`src/rtl/spi_burst_ctrl.sv`:
```
// spi_burst_ctrl: queues bytes in a TX FIFO, launches them one at a time into
// an external spi_master and collects the received bytes into an RX FIFO.
// A launch is only issued when RX has a free slot, so RX can never overflow.
module spi_burst_ctrl #(
    parameter int DEPTH = 8
) (
    input  logic                     clk,
    input  logic                     reset,
    input  logic                     en,
    input  logic                     tx_wr_en,
    input  logic [7:0]               tx_wr_data,
    output logic                     tx_full,
    output logic [$clog2(DEPTH):0]   tx_level,
    input  logic                     rx_rd_en,
    output logic [7:0]               rx_rd_data,
    output logic                     rx_empty,
    output logic                     tx_ovf,
    output logic                     active,
    output logic                     spi_start,
    output logic [7:0]               spi_tx_data,
    input  logic                     spi_busy,
    input  logic                     spi_done,
    input  logic [7:0]               spi_rx_data
);

    localparam int AW = $clog2(DEPTH);
    localparam logic [AW:0] CNT_MAX = (AW + 1)'(DEPTH);

    typedef enum logic [1:0] {IDLE, LAUNCH, XFER, CAPTURE} state_t;

    state_t          state;
    logic [7:0]      tx_mem [DEPTH];
    logic [7:0]      rx_mem [DEPTH];
    logic [AW-1:0]   tx_wptr, tx_rptr, rx_wptr, rx_rptr;
    logic [AW:0]     tx_cnt, rx_cnt;
    logic            done_q;

    logic tx_empty, rx_full, launch, tx_push, rx_push, rx_pop, done_rise;

    assign tx_empty   = (tx_cnt == '0);
    assign tx_full    = (tx_cnt == CNT_MAX);
    assign tx_level   = tx_cnt;
    assign rx_empty   = (rx_cnt == '0);
    assign rx_full    = (rx_cnt == CNT_MAX);
    assign rx_rd_data = rx_mem[rx_rptr];

    // A held-high done from a previous transfer does not count: only 0->1.
    assign done_rise = spi_done && !done_q;
    assign launch    = (state == IDLE) && en && !tx_empty && !rx_full && !spi_busy;
    // At full, a write is still accepted if the head leaves on the same edge.
    assign tx_push   = tx_wr_en && (!tx_full || launch);
    assign rx_push   = (state == XFER) && done_rise;
    assign rx_pop    = rx_rd_en && !rx_empty;

    // TX storage write
    always_ff @(posedge clk) begin
        if (tx_push) tx_mem[tx_wptr] <= tx_wr_data;
    end

    // RX storage write
    always_ff @(posedge clk) begin
        if (rx_push) rx_mem[rx_wptr] <= spi_rx_data;
    end

    // TX pointers, occupancy and sticky overflow flag
    always_ff @(posedge clk or posedge reset) begin
        if (reset) begin
            tx_wptr <= '0;
            tx_rptr <= '0;
            tx_cnt  <= '0;
            tx_ovf  <= 1'b0;
        end else begin
            if (tx_push) tx_wptr <= tx_wptr + 1'b1;
            if (launch)  tx_rptr <= tx_rptr + 1'b1;
            if (tx_push && !launch)      tx_cnt <= tx_cnt + 1'b1;
            else if (!tx_push && launch) tx_cnt <= tx_cnt - 1'b1;
            if (tx_wr_en && tx_full && !launch) tx_ovf <= 1'b1;
        end
    end

    // RX pointers and occupancy
    always_ff @(posedge clk or posedge reset) begin
        if (reset) begin
            rx_wptr <= '0;
            rx_rptr <= '0;
            rx_cnt  <= '0;
        end else begin
            if (rx_push) rx_wptr <= rx_wptr + 1'b1;
            if (rx_pop)  rx_rptr <= rx_rptr + 1'b1;
            if (rx_push && !rx_pop)      rx_cnt <= rx_cnt + 1'b1;
            else if (!rx_push && rx_pop) rx_cnt <= rx_cnt - 1'b1;
        end
    end

    // Transfer sequencer with registered start/active/data outputs
    always_ff @(posedge clk or posedge reset) begin
        if (reset) begin
            state       <= IDLE;
            spi_start   <= 1'b0;
            active      <= 1'b0;
            spi_tx_data <= 8'h00;
            done_q      <= 1'b0;
        end else begin
            done_q <= spi_done;
            case (state)
                IDLE: begin
                    if (launch) begin
                        state       <= LAUNCH;
                        spi_tx_data <= tx_mem[tx_rptr];
                        spi_start   <= 1'b1;
                        active      <= 1'b1;
                    end
                end
                LAUNCH: begin
                    spi_start <= 1'b0;
                    state     <= XFER;
                end
                XFER: begin
                    if (done_rise) begin
                        state  <= CAPTURE;
                        active <= 1'b0;
                    end
                end
                default: begin
                    state <= IDLE;
                end
            endcase
        end
    end

endmodule

```
`config.mk`:
```
export PLATFORM = sky130hd
export DESIGN_NAME = spi_burst_ctrl
export DESIGN_NICKNAME = d
export VERILOG_FILES = /design/src/rtl/spi_burst_ctrl.sv
export SDC_FILE = /design/constraint.sdc
export NUM_CORES = 1
export LEC_CHECK = 0
export ABC_AREA = 1
export ABC_CLOCK_PERIOD_IN_PS = 4400
export BUFFER_PORTS_ARGS = -buffer_cell sky130_fd_sc_hd__buf_4
export CAP_MARGIN = 40
export CORE_UTILIZATION = 45
export CTS_BUF_LIST = sky130_fd_sc_hd__clkbuf_4 sky130_fd_sc_hd__clkbuf_8 sky130_fd_sc_hd__clkbuf_16
export CTS_CLUSTER_DIAMETER = 60
export DETAILED_ROUTE_END_ITERATION = 8
export PLACE_DENSITY = 0.69
export SYNTH_ARGS = -nofsm -noshare
export SYNTH_HDL_FRONTEND = slang
export SYNTH_SLANG_ARGS = --single-unit
export TNS_END_PERCENT = 20
```
`constraint.sdc`:
```
create_clock -name clk -period 4.4 [get_ports clk]
set_input_delay 0.88 -clock clk [delete_from_list [all_inputs] [get_ports clk]]
set_output_delay 0.88 -clock clk [all_outputs]
set_load 0.02 [all_outputs]
```
# After elaboration in Yosys (flattened, before gate mapping)
# Memories as Yosys holds them, arrays and structs flattened. A register that Yosys moved wholly into a read port is not among the register bits.
# Index checks and enable logic that the tools add are counted.
# totals
in_bits	23
ramBits	128
out_inout_bits	25
n_memories	2
wordCells	78
regBits	26
# memory_table
memory	depth	word_bits	rd	rd_clocked_by_memory_dff	write_ports	line	source
rx_mem	8	8	1	0	1	33	logic [7:0] rx_mem [DEPTH];
tx_mem	8	8	1	1	1	32	logic [7:0] tx_mem [DEPTH];
# op_classes
reduce_logical	36
n_eq_ne	6
n_addsub	8
muxes	15
# ops
op	count
two-way mux 4 bit	4
logical AND 1 bit	14
adder 3 x 1 -> 3 bit (second input constant)	4
zero test 1 bit	10
adder 4 x 1 -> 4 bit (second input constant)	2
== test 4 bit (second input constant)	2
zero test 4 bit	2
nonzero test 2 bit	4
subtractor 4 x 1 -> 4 bit (second input constant)	2
two-way mux 1 bit	6
one-hot mux 2 bit (3 select lines)	1
AND reduction 2 bit	3
two-way mux 2 bit	2
!= test 2 bit (second input constant)	2
one-hot mux 1 bit (2 select lines)	2
AND reduction 3 bit	1
== test 2 x 1 -> 1 bit (second input constant)	1
== test 2 bit (second input constant)	1
zero test 2 bit	1
logical OR 1 bit	1

# Depth between registers and ports, before layout
# logic_depth
ltp_word	11
depth_mapped	17
ltp_nobuf	17

# Least setup slack after synthesis
# Ideal clock, no wire load.
# synth_path
kind	input-to-reg
startpoint	in en
endpoint	reg tx_cnt[3] (netlist: tx_level[3])
setup_slack_ns	1.934
path_buffers	0
path_stages	15
t_arrival_ns	2.350
required_ns	4.283
setup_time_ns	0.117
cell_sequence	nand2_2 -> nor2_4 -> nand2_1 -> nand2_2 -> nand2_2 -> inv_1 -> ha_1 -> inv_1 -> ha_1 -> a21oi_1 -> nand2_1 -> nand2_1 -> nand2_1 -> nand2_1 -> nand2_1
# synth_between
elab_chain_cells	9
elab_cells_between_ends	12
classes_between	1 x mux; 11 x reduce/logical
# synth_lines
element	line	source
from (decl)	9	input logic en,
logical AND 1 bit * (4 in series)	49	assign launch = (state == IDLE) && en && !tx_empty && !rx_full && !spi_busy;
logical OR 1 bit *	51	assign tx_push = tx_wr_en && (!tx_full || launch);
logical AND 1 bit *	51	
via tx_push	38	logic tx_empty, rx_full, launch, tx_push, rx_push, rx_pop, done_rise;
zero test 1 bit	76	else if (!tx_push && launch) tx_cnt <= tx_cnt - 1'b1;
logical AND 1 bit	76	
nonzero test 2 bit (no source line)	n/a	
to (signal assigned)	75	if (tx_push && !launch) tx_cnt <= tx_cnt + 1'b1;
to (signal assigned)	76	
to (decl)	35	logic [AW:0] tx_cnt, rx_cnt;
# Mark *: on every way through the listed nets, which the timed path passes. The rest lies on a longest branch.
# A chain may end at the register's enable or synchronous reset.

# Final worst setup path
# layout_path
startpoint	reg rx_rptr[1]
endpoint	out rx_rd_data[0]
# layout_between
elab_chain_cells	1
# layout_lines
element	line	source
from (decl)	34	logic [AW-1:0] tx_wptr, tx_rptr, rx_wptr, rx_rptr;
from (signal assigned)	89	if (rx_pop) rx_rptr <= rx_rptr + 1'b1;
memory (8 x 8 bit)	n/a	
to (decl)	15	output logic [7:0] rx_rd_data,
# Every way passes these cells.

==> impl_metrics.tcl <==
set metrics [dict create \
    core-area_um2 15200 \
    ys.warnings.count 0 \
    final.min_clock_period_ns 3.02 \
    status "completed" \
    critical-path-top-delay-family "buffers and inverters" \
    holdWs_ns 0.485 \
    cap_violations 0 \
    dieArea_um2 16100 \
    antenna_found_initial 0 \
    cts_tree "yes" \
    setup-violations-final 0 \
    synthAdderAreaFrac_pct 3.06 \
    synth.top_cell.area_share_pct 54.6 \
    grt_pass1_vias 4692 \
    synth_compound_area_share_pct 4.48 \
    clockBufferDepth 2 \
    io_buffers 47 \
    synth.most_common_cell "nand2_1" \
    clockRootBuffer "clkbuf_16" \
    n_antenna_cell 0 \
    start_kind "flop" \
    synth_xor_area_share_pct 1.48 \
    slew_headroom_pct 42.7 \
    synthTopCellsByArea "edfxtp_1 55%, dfrtp_1 12%, nand2_1 9.6%" \
    fillers 1318 \
    cts.clk_slew.worst_paths_ns 0.06 \
    postCtsSetupBuffers 0 \
    fp-row-count 45 \
    cts_buffers 17 \
    min_period_over_period_pct 68.7 \
    die_x_um 127 \
    syn_area_um2 7030 \
    critPathKind "reg -> out" \
    fin_worst_skew_ns 0.00907 \
    io_pins 48 \
    insertion_delay_ns 0.43 \
    die_h_um 127 \
    final.setup.tns_ns 0 \
    slowest_delay_ns 0.59 \
    ff_latch_area_um2 4690 \
    ys_types 29 \
    worst_path_most_repeated_cell "nand2_1" \
    synth_ff_type "edfxtp_1" \
    cpMaxStageDelayCell "dfrtp_1" \
    overflow 0 \
    leakagePower_uw 0.00348 \
    utilization_pct 53.7 \
    ys_top_cells_by_count "179 x nand2_1, 128 x edfxtp_1, 71 x inv_1" \
    synthesis.instances 656 \
    met3_length_um 714 \
    multi_input_area_um2 1910 \
    vdd_ir_drop_max_uv 320 \
    async_reset_ff_share_pct 21.0 \
    grt_pass1_wl_um 23600 \
    p_total_uw 5530 \
    routed.top_layer "met4" \
    rsz0062_at_grt "no" \
    gp_congestion 0.837 \
    path_cells "inv_1, o21ai_0, o22ai_1, nand2_1, nand2_1, buf_4" \
    synth_edf_count 128 \
    ys_seq_elements 162 \
    min_path_type "reg -> reg" \
    cts_num_sinks 162 \
    drtIter0Drc 490 \
    power_density_nw_per_um2 677 \
    route.met2.wl_um 7240 \
    ys_seq_area_share_pct 66.7 \
    area_growth_pct 16.0 \
    post_cts_resized 0 \
    vias 4727 \
    holdBufCountCts 0 \
    track_usage_pct 19.4 \
    crit_path_end_kind "primary output" \
    start_util_pct 46.3 \
    syn_area_per_cell_um2 10.7 \
    routedLengthMet1_um 6020 \
    tightest_slew_ns 0.856 \
    synthMuxAreaShare_pct 0 \
    finalHoldViolations 0 \
    cp.required_ns 3.52 \
    cp_data_arrival_time_ns 2.14 \
    place_area_um2 7560 \
    antenna_left 0 \
    syn-num-nets 695 \
    fin_nets 749 \
    final_area_um2 8160 \
    drive_gt1_share_pct 14.2 \
    avgRoutedWirePerCell_um 15.7 \
    fmax_mhz 331 \
    routed_wl_um 14300 \
    first_pass_iters 5 \
    cts_max_level 4 \
    drc_errors 0 \
    path_buf_inv 2 \
    synthSimpleGateAreaFrac_pct 18.2 \
    drv_slew 0 \
    synth_top_family_by_area "simple AND/OR/NAND/NOR gates" \
    grt_start_max_net_pins 35 \
    vias_per_cell 5.19 \
    synth_top_area_cell "edfxtp_1" \
    dp_hpwl_um 9410 \
    crit_path_max_fanout 18 \
]
==> worst min-delay path, stage by stage (launching register included) <==
cell     delay (ns)
dfrtp_1        0.34
nand2_1        0.05
nand2_1        0.06
==> final timing paths <==
kind / start / endpoint / cells past startpoint / slack (ns)
max in group asynchronous: reset / rx_wptr[2] / 3 / 3.55
worst min-delay path: spi_tx_data[0] / spi_tx_data[0] / 2 / 0.49
worst min register to register: spi_tx_data[0] / spi_tx_data[0] / 2 / 0.49
worst max register to register: state[0] / tx_level[3] / 17 / 1.85
worst max-delay path: rx_rptr[1] / rx_rd_data[0] / 6 / 1.38
min in group asynchronous: reset / tx_ovf / 3 / 0.54
==> metal layers <==
metal,vias up,GRT usage [%]
met2,147,32.6
met1,2266,24.3
li1,2286,-
met4,0,8.33
met5,-,0
met3,28,4.23
==> kinds of logic (layout without fill, tap and decap cells) <==
kind of cell,count (synthesis),after routing
AND/OR/NAND/NOR,308,308
flip-flops,162,162
buffers and inverters,101,168
AO/OA/AOI/OAI,58,58
adder cells (fa/ha/maj),16,16
XOR/XNOR,11,11
==> layout by cell type (no fill, tap or decap), types with 4 or more instances in the layout <==
cell type and count:
xnor2_1 6, clkinv_1 4, dfrtp_1 34, nand2_2 4, o21ai_1 14, a21oi_1 4, edfxtp_1 128, clkbuf_16 17
o21ai_0 22, nand3_1 64, xor2_1 4, nor2_1 55, inv_2 5, nand2_1 179, ha_1 14, buf_4 58
inv_1 71, o22ai_1 16
==> area by class of cell <==
cell class,instances,area share [%]
tap,188,2.88
multi-input combinational,393,23.4
inverter,78,3.59
clock buffer,19,5.40
sequential,162,57.5
clock inverter,13,1.84
timing repair buffer,58,5.33
==> metrics by stage <==
stage,std cells,setup slack (ns)
after floorplan,656,1.93
after global placement,871,1.73
after detailed placement,877,1.67
after CTS,909,1.35
after global routing,911,1.20
final,911,1.38
==> where the power goes <==
group	internal [uW]	switching, uW	total (uW)
Clock	860	609	1470
Combinational	702	1210	1910
Sequential	1910	241	2150
Total	3470	2060	5530
==> flip-flops by register name, indices dropped and copies added (netlist names), 2 cells and up <==
name and cells:
rx_mem 64, tx_mem 64, spi_tx_data 8, rx_cnt 4, tx_level 4, rx_rptr 3
rx_wptr 3, tx_rptr 3, tx_wptr 3, state 2
Note: power is estimated with default switching activity, not from simulation.
